### src/rtl/core_sw_pkg.sv
// Shared widths and FSM encoding for the NMI core switch.
package core_sw_pkg;

  localparam int unsigned ADDR_W = 32;
  localparam int unsigned DATA_W = 32;
  localparam int unsigned STRB_W = 4;

  typedef logic [1:0] state_t;

  localparam state_t ST_HOLD  = 2'd0;
  localparam state_t ST_RUN   = 2'd1;
  localparam state_t ST_DRAIN = 2'd2;

endpackage

### src/rtl/nmi_addr_remap.sv
// Combinational top-byte address remap; the lowest-indexed matching window wins.
module nmi_addr_remap
  import core_sw_pkg::*;
#(
  parameter int unsigned           REMAP_N    = 2,
  parameter logic [REMAP_N*8-1:0]  REMAP_FROM = {8'h30, 8'ha0},
  parameter logic [REMAP_N*8-1:0]  REMAP_TO   = {8'h00, 8'h40}
) (
  input  logic [ADDR_W-1:0] addr_i,
  output logic [ADDR_W-1:0] addr_o
);

  // Walk from the top index down so a lower-index match overrides.
  always_comb begin
    addr_o = addr_i;
    for (int i = int'(REMAP_N) - 1; i >= 0; i--) begin
      if (addr_i[31:24] == REMAP_FROM[i*8 +: 8]) begin
        addr_o = {REMAP_TO[i*8 +: 8], addr_i[23:0]};
      end
    end
  end

endmodule

### src/rtl/nmi_core_switch.sv
// N-core NMI front end: runtime core selection with drain/re-reset, IRQ gating,
// address remap and bus-timeout abort.
module nmi_core_switch
  import core_sw_pkg::*;
#(
  parameter int unsigned              N_CORE     = 2,
  parameter int unsigned              SEL_W      = (N_CORE > 1) ? $clog2(N_CORE) : 1,
  parameter int unsigned              DEF_CORE   = 0,
  parameter int unsigned              RST_DLY    = 16,
  parameter int unsigned              REMAP_N    = 2,
  parameter logic [REMAP_N*8-1:0]     REMAP_FROM = {8'h30, 8'ha0},
  parameter logic [REMAP_N*8-1:0]     REMAP_TO   = {8'h00, 8'h40},
  parameter int unsigned              TIMEOUT    = 1024,
  parameter logic [DATA_W-1:0]        TMO_RDATA  = 32'hDEAD_BEEF
) (
  input  logic                       clk_i,
  input  logic                       rst_i,
  input  logic [SEL_W-1:0]           sel_i,
  input  logic [31:0]                irq_i,
  output logic [N_CORE-1:0]          core_rst_o,
  output logic [N_CORE*32-1:0]       core_irq_o,
  input  logic [N_CORE-1:0]          c_valid_i,
  input  logic [N_CORE*ADDR_W-1:0]   c_addr_i,
  input  logic [N_CORE*DATA_W-1:0]   c_wdata_i,
  input  logic [N_CORE*STRB_W-1:0]   c_wstrb_i,
  output logic [N_CORE-1:0]          c_ready_o,
  output logic [DATA_W-1:0]          c_rdata_o,
  output logic                       m_valid_o,
  output logic [ADDR_W-1:0]          m_addr_o,
  output logic [DATA_W-1:0]          m_wdata_o,
  output logic [STRB_W-1:0]          m_wstrb_o,
  input  logic [DATA_W-1:0]          m_rdata_i,
  input  logic                       m_ready_i,
  output logic [SEL_W-1:0]           active_o,
  output logic                       busy_o,
  output logic                       tmo_err_o
);

  localparam int unsigned CNT_W  = (RST_DLY > 0) ? $clog2(RST_DLY + 1) : 1;
  localparam int unsigned TCNT_W = (TIMEOUT > 1) ? $clog2(TIMEOUT) : 1;

  state_t             state_q, state_d;
  logic [SEL_W-1:0]   active_q, active_d;
  logic [SEL_W-1:0]   pending_q, pending_d;
  logic [CNT_W-1:0]   cnt_q, cnt_d;
  logic [TCNT_W-1:0]  tcnt_q, tcnt_d;
  logic               abort_q, abort_d;
  logic               inflight_q, inflight_d;
  logic               tmo_err_q, tmo_err_d;

  logic               act_valid;
  logic [ADDR_W-1:0]  act_addr;
  logic [DATA_W-1:0]  act_wdata;
  logic [STRB_W-1:0]  act_wstrb;
  logic               run_phase;
  logic               outstanding;
  logic               beat_done;
  logic               tmo_fire;
  logic               sel_ok;

  always_comb begin
    act_valid = 1'b0;
    act_addr  = '0;
    act_wdata = '0;
    act_wstrb = '0;
    for (int i = 0; i < int'(N_CORE); i++) begin
      if (active_q == SEL_W'(i)) begin
        act_valid = c_valid_i[i];
        act_addr  = c_addr_i[i*ADDR_W +: ADDR_W];
        act_wdata = c_wdata_i[i*DATA_W +: DATA_W];
        act_wstrb = c_wstrb_i[i*STRB_W +: STRB_W];
      end
    end
  end

  nmi_addr_remap #(
    .REMAP_N    (REMAP_N),
    .REMAP_FROM (REMAP_FROM),
    .REMAP_TO   (REMAP_TO)
  ) u_remap (
    .addr_i (act_addr),
    .addr_o (m_addr_o)
  );

  assign run_phase = (state_q == ST_RUN) || (state_q == ST_DRAIN);
  // In DRAIN only a beat already on the bus may stay visible to the master.
  assign m_valid_o = run_phase & act_valid & ~abort_q & ((state_q == ST_RUN) | inflight_q);
  assign m_wdata_o = act_wdata;
  assign m_wstrb_o = act_wstrb;

  assign outstanding = m_valid_o & ~m_ready_i;
  assign beat_done   = m_valid_o & m_ready_i;
  assign tmo_fire    = outstanding && ((32'(tcnt_q) + 32'd1) == TIMEOUT);
  assign sel_ok      = (sel_i != active_q) && (32'(sel_i) < N_CORE);

  assign c_rdata_o = tmo_fire ? TMO_RDATA : m_rdata_i;
  assign active_o  = active_q;
  assign busy_o    = (state_q != ST_RUN);
  assign tmo_err_o = tmo_err_q;

  always_comb begin
    c_ready_o  = '0;
    core_rst_o = '1;
    core_irq_o = '0;
    for (int i = 0; i < int'(N_CORE); i++) begin
      if (run_phase && (active_q == SEL_W'(i))) begin
        c_ready_o[i]         = beat_done | tmo_fire;
        core_rst_o[i]        = 1'b0;
        core_irq_o[i*32 +: 32] = irq_i;
      end
    end
  end

  always_comb begin
    state_d    = state_q;
    active_d   = active_q;
    pending_d  = pending_q;
    cnt_d      = cnt_q;
    tcnt_d     = (outstanding & ~tmo_fire) ? tcnt_q + TCNT_W'(1) : '0;
    abort_d    = tmo_fire ? 1'b1 : (abort_q & act_valid);
    inflight_d = outstanding & ~tmo_fire;
    tmo_err_d  = tmo_err_q | tmo_fire;

    unique case (state_q)
      ST_HOLD: begin
        abort_d    = 1'b0;
        inflight_d = 1'b0;
        if (sel_ok) begin
          active_d = sel_i;
          cnt_d    = '0;
        end else if (32'(cnt_q) == RST_DLY) begin
          state_d = ST_RUN;
        end else begin
          cnt_d = cnt_q + CNT_W'(1);
        end
      end
      ST_RUN: begin
        if (sel_ok) begin
          pending_d = sel_i;
          state_d   = ST_DRAIN;
        end
      end
      ST_DRAIN: begin
        if (sel_ok) pending_d = sel_i;
        if (!inflight_q || m_ready_i || tmo_fire) begin
          state_d  = ST_HOLD;
          active_d = pending_d;
          cnt_d    = '0;
          abort_d  = 1'b0;
        end
      end
      default: state_d = ST_HOLD;
    endcase
  end

  always_ff @(posedge clk_i) begin
    if (rst_i) begin
      state_q    <= ST_HOLD;
      active_q   <= SEL_W'(DEF_CORE);
      pending_q  <= SEL_W'(DEF_CORE);
      cnt_q      <= '0;
      tcnt_q     <= '0;
      abort_q    <= 1'b0;
      inflight_q <= 1'b0;
      tmo_err_q  <= 1'b0;
    end else begin
      state_q    <= state_d;
      active_q   <= active_d;
      pending_q  <= pending_d;
      cnt_q      <= cnt_d;
      tcnt_q     <= tcnt_d;
      abort_q    <= abort_d;
      inflight_q <= inflight_d;
      tmo_err_q  <= tmo_err_d;
    end
  end

endmodule

### config.mk
export PLATFORM = sky130hd
export DESIGN_NAME = nmi_core_switch
export DESIGN_NICKNAME = d
export VERILOG_FILES = /design/src/rtl/core_sw_pkg.sv /design/src/rtl/nmi_addr_remap.sv /design/src/rtl/nmi_core_switch.sv
export SDC_FILE = /design/constraint.sdc
export NUM_CORES = 1
export LEC_CHECK = 0
export CAP_MARGIN = 20
export CORE_AREA = 2 2 145 147
export CTS_CLUSTER_DIAMETER = 120
export DETAILED_ROUTE_END_ITERATION = 10
export DIE_AREA = 0 0 147 149
export GPL_TIMING_DRIVEN = 0
export REMOVE_ABC_BUFFERS = 1
export SYNTH_ARGS = -nofsm -noshare
export SYNTH_HDL_FRONTEND = slang
export SYNTH_HIERARCHICAL = 1
export SYNTH_SLANG_ARGS = --single-unit
export TNS_END_PERCENT = 100
### constraint.sdc
create_clock -name clk_i -period 3.3 [get_ports clk_i]
set_input_delay 0.66 -clock clk_i [delete_from_list [all_inputs] [get_ports clk_i]]
set_output_delay 0.66 -clock clk_i [all_outputs]
set_load 0.1 [all_outputs]
### After elaboration in Yosys (flattened, before gate mapping)

Cells that the tools add are included.

* bits in registers: 22
* latch bits: 0
* bits in writable memories: 0
* memory bits (read-only): 0
* input bits: 206
* word-level logic and storage cells: 84
* memories kept: 0

* add/subtract/negate cells: 3
* multipliers: 0
* div/mod/pow operators: 0
* magnitude comparators: 0
* equality and inequality tests: 14
* shift operators: 0
* multiplexer cells: 29
* bitwise operators: 15
* reduce and logical (&&, ||, !) cells: 15

Operators with widths (number)
* two-way mux 32 bit: 7
* two-way mux 5 bit: 3
* adder 10 x 1 -> 11 bit, second input constant: 1
* == test 11 bit, second input constant: 1
* adder 10 x 1 -> 10 bit, second input constant: 1
* two-way mux 1 bit: 10
* case mux 5 bit (2 select lines): 1
* == test 8 x 6 -> 1 bit, second input constant: 1
* == test 8 bit, second input constant: 1
* two-way mux 2 bit: 4
* != test 2 bit, second input constant: 4
* bitwise AND 1 bit: 7
* case mux 2 bit (3 select lines): 1
* AND reduction 3 bit: 2
* OR reduction 2 bit: 3
* adder 5 x 1 -> 5 bit, second input constant: 1
* == test 5 bit, second input constant: 1
* NOT 1 bit: 5
* two-way mux 4 bit: 1
* != test 2 x 1 -> 1 bit, second input constant: 2
* case mux 1 bit (2 select lines): 2
* AND reduction 4 bit: 1
* logical AND 1 bit: 3
* logical OR 1 bit: 3
* other kinds (8): 10

### Longest topological paths before layout

Gate-level depths: netlist (run 1).

* depth in word-level cells: 11
* mapped depth: 8

### Modules after synthesis

Netlist (run 1), hierarchy kept.

By module, submodules not included
* nmi_core_switch: times used 1, cells each 326, area each 2606.2 µm², sequential area each 440.4 µm²
* nmi_addr_remap: times used 1, cells each 36, area each 274.0 µm², sequential area each 0.0 µm²

### Worst setup path before layout (run 1)

OpenSTA, ideal clock, no wires.

* path kind: reg2out
* start point: reg active_q, in the netlist active_o
* end point: out m_addr_o[31]
* arrival: 4.221 ns
* data required time: 2.640 ns
* setup slack: -1.581 ns
* stages on the path, launching flop included: 6
* path buffers: 2
* path through: dfxtp_1 -> buf_6 -> clkbuf_1 -> mux2_2 -> nor4b_1 -> a21boi_0

* longest elaborated chain between the ends: 4
* elaborated cells between the ends (all ways): 5
* classes of those cells: 2 x eq/ne; 3 x mux

Ends and longest elaborated chain
* start, declared: line nmi_core_switch.sv:43 `logic [SEL_W-1:0] active_q, active_d;`
* start signal, assigned: line nmi_core_switch.sv:159 `active_q <= SEL_W'(DEF_CORE);`
* start signal, assigned: line nmi_core_switch.sv:168 `active_q <= active_d;`
* two-way mux 32 bit (*): line nmi_core_switch.sv:67 `if (active_q == SEL_W'(i)) begin`
* via act_addr[29]: line nmi_core_switch.sv:52 `logic [ADDR_W-1:0] act_addr;`
* == test 8 x 6 -> 1 bit: line nmi_addr_remap.sv:17 `if (addr_i[31:24] == REMAP_FROM[i*8 +: 8]) begin`
* two-way mux 32 bit: line nmi_addr_remap.sv:17
* two-way mux 32 bit (*): line nmi_addr_remap.sv:17
* end, declared: line nmi_core_switch.sv:29 `output logic [ADDR_W-1:0] m_addr_o,`

The timed path passes the listed nets; every way through them passes the cells marked *.

### Worst setup path after layout (run 1)

* start point: in c_valid_i[0]
* end point: out c_rdata_o[17]

* longest elaborated chain between the ends: 7

Ends and longest elaborated chain
* start, declared: line nmi_core_switch.sv:22 `input logic [N_CORE-1:0] c_valid_i,`
* two-way mux 1 bit: line nmi_core_switch.sv:67
* bitwise AND 1 bit (3 in a row): line nmi_core_switch.sv:87 `assign m_valid_o = run_phase & act_valid & ~abort_q & ((state_q == ST_RUN) | inflight_q);`
* bitwise AND 1 bit: line nmi_core_switch.sv:91 `assign outstanding = m_valid_o & ~m_ready_i;`
* logical AND 1 bit: line nmi_core_switch.sv:93 `assign tmo_fire = outstanding && ((32'(tcnt_q) + 32'd1) == TIMEOUT);`
* two-way mux 32 bit: line nmi_core_switch.sv:96 `assign c_rdata_o = tmo_fire ? TMO_RDATA : m_rdata_i;`
* end, declared: line nmi_core_switch.sv:27 `output logic [DATA_W-1:0] c_rdata_o,`

No other way between the ends.

==> flow_summary.json, run 1 <==
{
  "finish.utilization_pct": 33.3,
  "holdCritPathClass": "flip-flop to flip-flop",
  "fin_skew_ps": 3.45,
  "wl_um": 15300,
  "finalSetupViolCount": 0,
  "grt_pass1_wl_um": 21500,
  "synth_cell_types": 46,
  "grt_max_degree": 62,
  "tightest_slew_ps": 1080,
  "clock_latency_ps": 250,
  "area_growth_pct": 138,
  "criticalPathCategory": "input pin to output pin",
  "drtAntennaViolNets": 0,
  "clk_pin_slew_ps": 60,
  "pwr_density_cell_nw_per_um2": 255,
  "worstSetupEndpointType": "output pin",
  "antenna_found_initial": 0,
  "yosysTopAreaCellShare_pct": 26.6,
  "drt_iter0_markers": 96,
  "status": "completed",
  "die_h_um": 149,
  "grt_pass1_vias": 3746,
  "place.gp.congestion": 0.783,
  "grt_overflow_total": 0,
  "synth-edff-count": 0,
  "post_drt_wl_per_cell_um": 15.7,
  "tns_ps": 0,
  "cp_max_fo": 25,
  "core_area_um2": 20600,
  "required_ps": 2640,
  "min_period_ps": 3290,
  "p_leak_nw": 2.97,
  "fmax_mhz": 304,
  "synth_warnings": 6,
  "finalCritPeriodShare_pct": 99.6,
  "tritoncts": "done",
  "die_w_um": 147,
  "cts_buffers": 3,
  "vias": 3734,
  "io_pins": 378,
  "async_flop_share_pct": 0,
  "avgSynthCellArea_um2": 7.96,
  "clock-root-buffer": "clkbuf_16",
  "grt_usage_pct": 12.6,
  "dpl.hpwl_um": 12500,
  "vias_per_cell": 3.83,
  "hold_violations": 0,
  "n_antenna_cell": 0,
  "ys.flop_type": "dfxtp_1",
  "drv_cap": 0,
  "ys_ff_latch": 22,
  "rsz0062_at_grt": "yes",
  "drc": 0,
  "syn-cell-area_um2": 2880,
  "cts_sinks": 22,
  "cp.arrival_ps": 2630,
  "slew-limit-headroom_pct": 27.7,
  "synth_top_area_cell": "mux2_2",
  "yosysSeqAreaShare_pct": 15.3,
  "first_pass_iters": 4,
  "syn_inst": 362,
  "fin_nets": 913,
  "htreeDepth": 1,
  "synthTopCellsByArea": "mux2_2 27%, dfxtp_1 15%, and2_1 8.9%",
  "die-area_um2": 21900,
  "port_buffers": 377,
  "initial_core_util_pct": 14.0,
  "start_kind": "input pin",
  "irDropWorstVdd_uv": 179,
  "drv_slew": 0,
  "num_rows": 53,
  "drive_gt1_share_pct": 22.6,
  "cts.path.max_buffers": 2
}
sequential cells by signal (all words and copies together), names as in the netlist:
name / count
abort_q: 1
inflight_q: 1
active_o: 1
tcnt_q: 10
tmo_err_o: 1
pending_q: 1
state_q: 2
cnt_q: 5
path summary, 6_finish.rpt:
kind	end	slack (ps)	from	cells after the start
min reg2reg	tmo_err_o$_SDFF_PP0_	440	tmo_err_o$_SDFF_PP0_	2
min	tmo_err_o$_SDFF_PP0_	440	tmo_err_o$_SDFF_PP0_	2
max reg2reg	tcnt_q[8]$_SDFF_PP0_	1080	state_q[0]$_SDFFE_PP0P_	6
max	c_rdata_o[17]	10	c_valid_i[0]	7
worst max-delay path, cell delays in order:
cell	delay, ps
clkdlybuf4s50_1	400
mux2_4	270
o2111a_2	200
nand3b_1	210
buf_16	190
and2_1	140
clkdlybuf4s15_2	550
logic make-up (layout without fill, tap and decap cells):
logic type	count (synthesis)	in the layout	synth area share, %
adders and majority gates	7	7	3.04
xor gates and xnor gates	11	11	3.34
buffers and inverters	68	405	12.5
AOI/OAI and AO/OA	30	30	7.17
muxes	70	70	27.5
and+or+nand+nor	154	154	31.2
DFF	22	22	15.3
layout make-up:
type                       count  area [um^2]
timing repair buffer         385         3830
inverter                      16         60.1
fill                        2151        13700
tap                          275          344
sequential                    22          444
clock buffer                   4         78.8
multi-input combinational    272         2100
where the power goes:
| group | switching, mW | internal [mW] | leakage, nW |
|---|---|---|---|
| logic | 0.793 | 0.420 | 2.75 |
| clock network | 0.0953 | 0.165 | 0.0382 |
| registers | 0.00311 | 0.268 | 0.178 |
placed cells by master (no fill, tap or decap), types with 5 or more instances in the layout:
cell type and instances:
a21oi_1 6, and2_1 41, and3_1 33, buf_2 27
clkbuf_2 5, clkdlybuf4s15_2 34, clkdlybuf4s50_1 289, dfxtp_1 21
dlymetal6s2s_1 15, ha_1 6, inv_1 16, mux2_2 68
nand2_1 5, nand2b_1 25, nand3_1 8, nor2_1 24
o21ai_0 9, xor2_1 7
Yosys cell counts, types with 2 or more instances:
library cell / count
nand2_1: 5
dfxtp_1: 22
or3_1: 3
nand3b_1: 2
clkbuf_1: 25
and2_1: 41
buf_4: 24
o21ai_0: 9
nor2b_1: 4
nand4_1: 2
nand2b_1: 25
inv_1: 16
ha_1: 7
a21oi_1: 6
nor3_1: 2
nor2_1: 24
and3_1: 33
xor2_1: 7
nand3_1: 8
mux2_2: 68
xnor2_1: 4
per-layer routing:
layer / up-vias / track usage [%] / routed length (um)
met3: 2 / 3.94 / 1270
met1: 1688 / 16.1 / 6280
met2: 163 / 21.7 / 7680
li1: 1881 / - / -
met4: 0 / 0.865 / 34
met5: - / 0 / 0
timing repair:
item	4_1_cts	5_1_grt
setup endpoints to repair	153	57
gates cloned	0	1
setup buffers	4	0
pin swaps	0	1
hold buffers	0	0
gates resized for setup	228	60
metrics by stage:
stage	std cells	instance area [um^2]	hold WS [ps]	total power [mW]	setup WS, ps
floorplan	310	2580	433	1.06	-3540
global placement	962	6700	434	1.50	-4440
detailed placement	965	6770	435	1.50	-1250
CTS	973	6950	445	1.76	1.49
global route	974	6850	463	1.80	-95.5
finish	974	6850	442	1.74	13.1
(Power assumes the default switching activity.)
==> run 2, diff against run 1 <==
--- a/config.mk
+++ b/config.mk
@@ -10,6 +10,7 @@
 export CTS_CLUSTER_DIAMETER = 120
 export DETAILED_ROUTE_END_ITERATION = 10
 export DIE_AREA = 0 0 147 149
+export GPL_ROUTABILITY_DRIVEN = 0
 export GPL_TIMING_DRIVEN = 0
 export REMOVE_ABC_BUFFERS = 1
 export SYNTH_ARGS = -nofsm -noshare
==> results of run 2 <==
Final layout, timing and power as in run 1 (identical DEF).
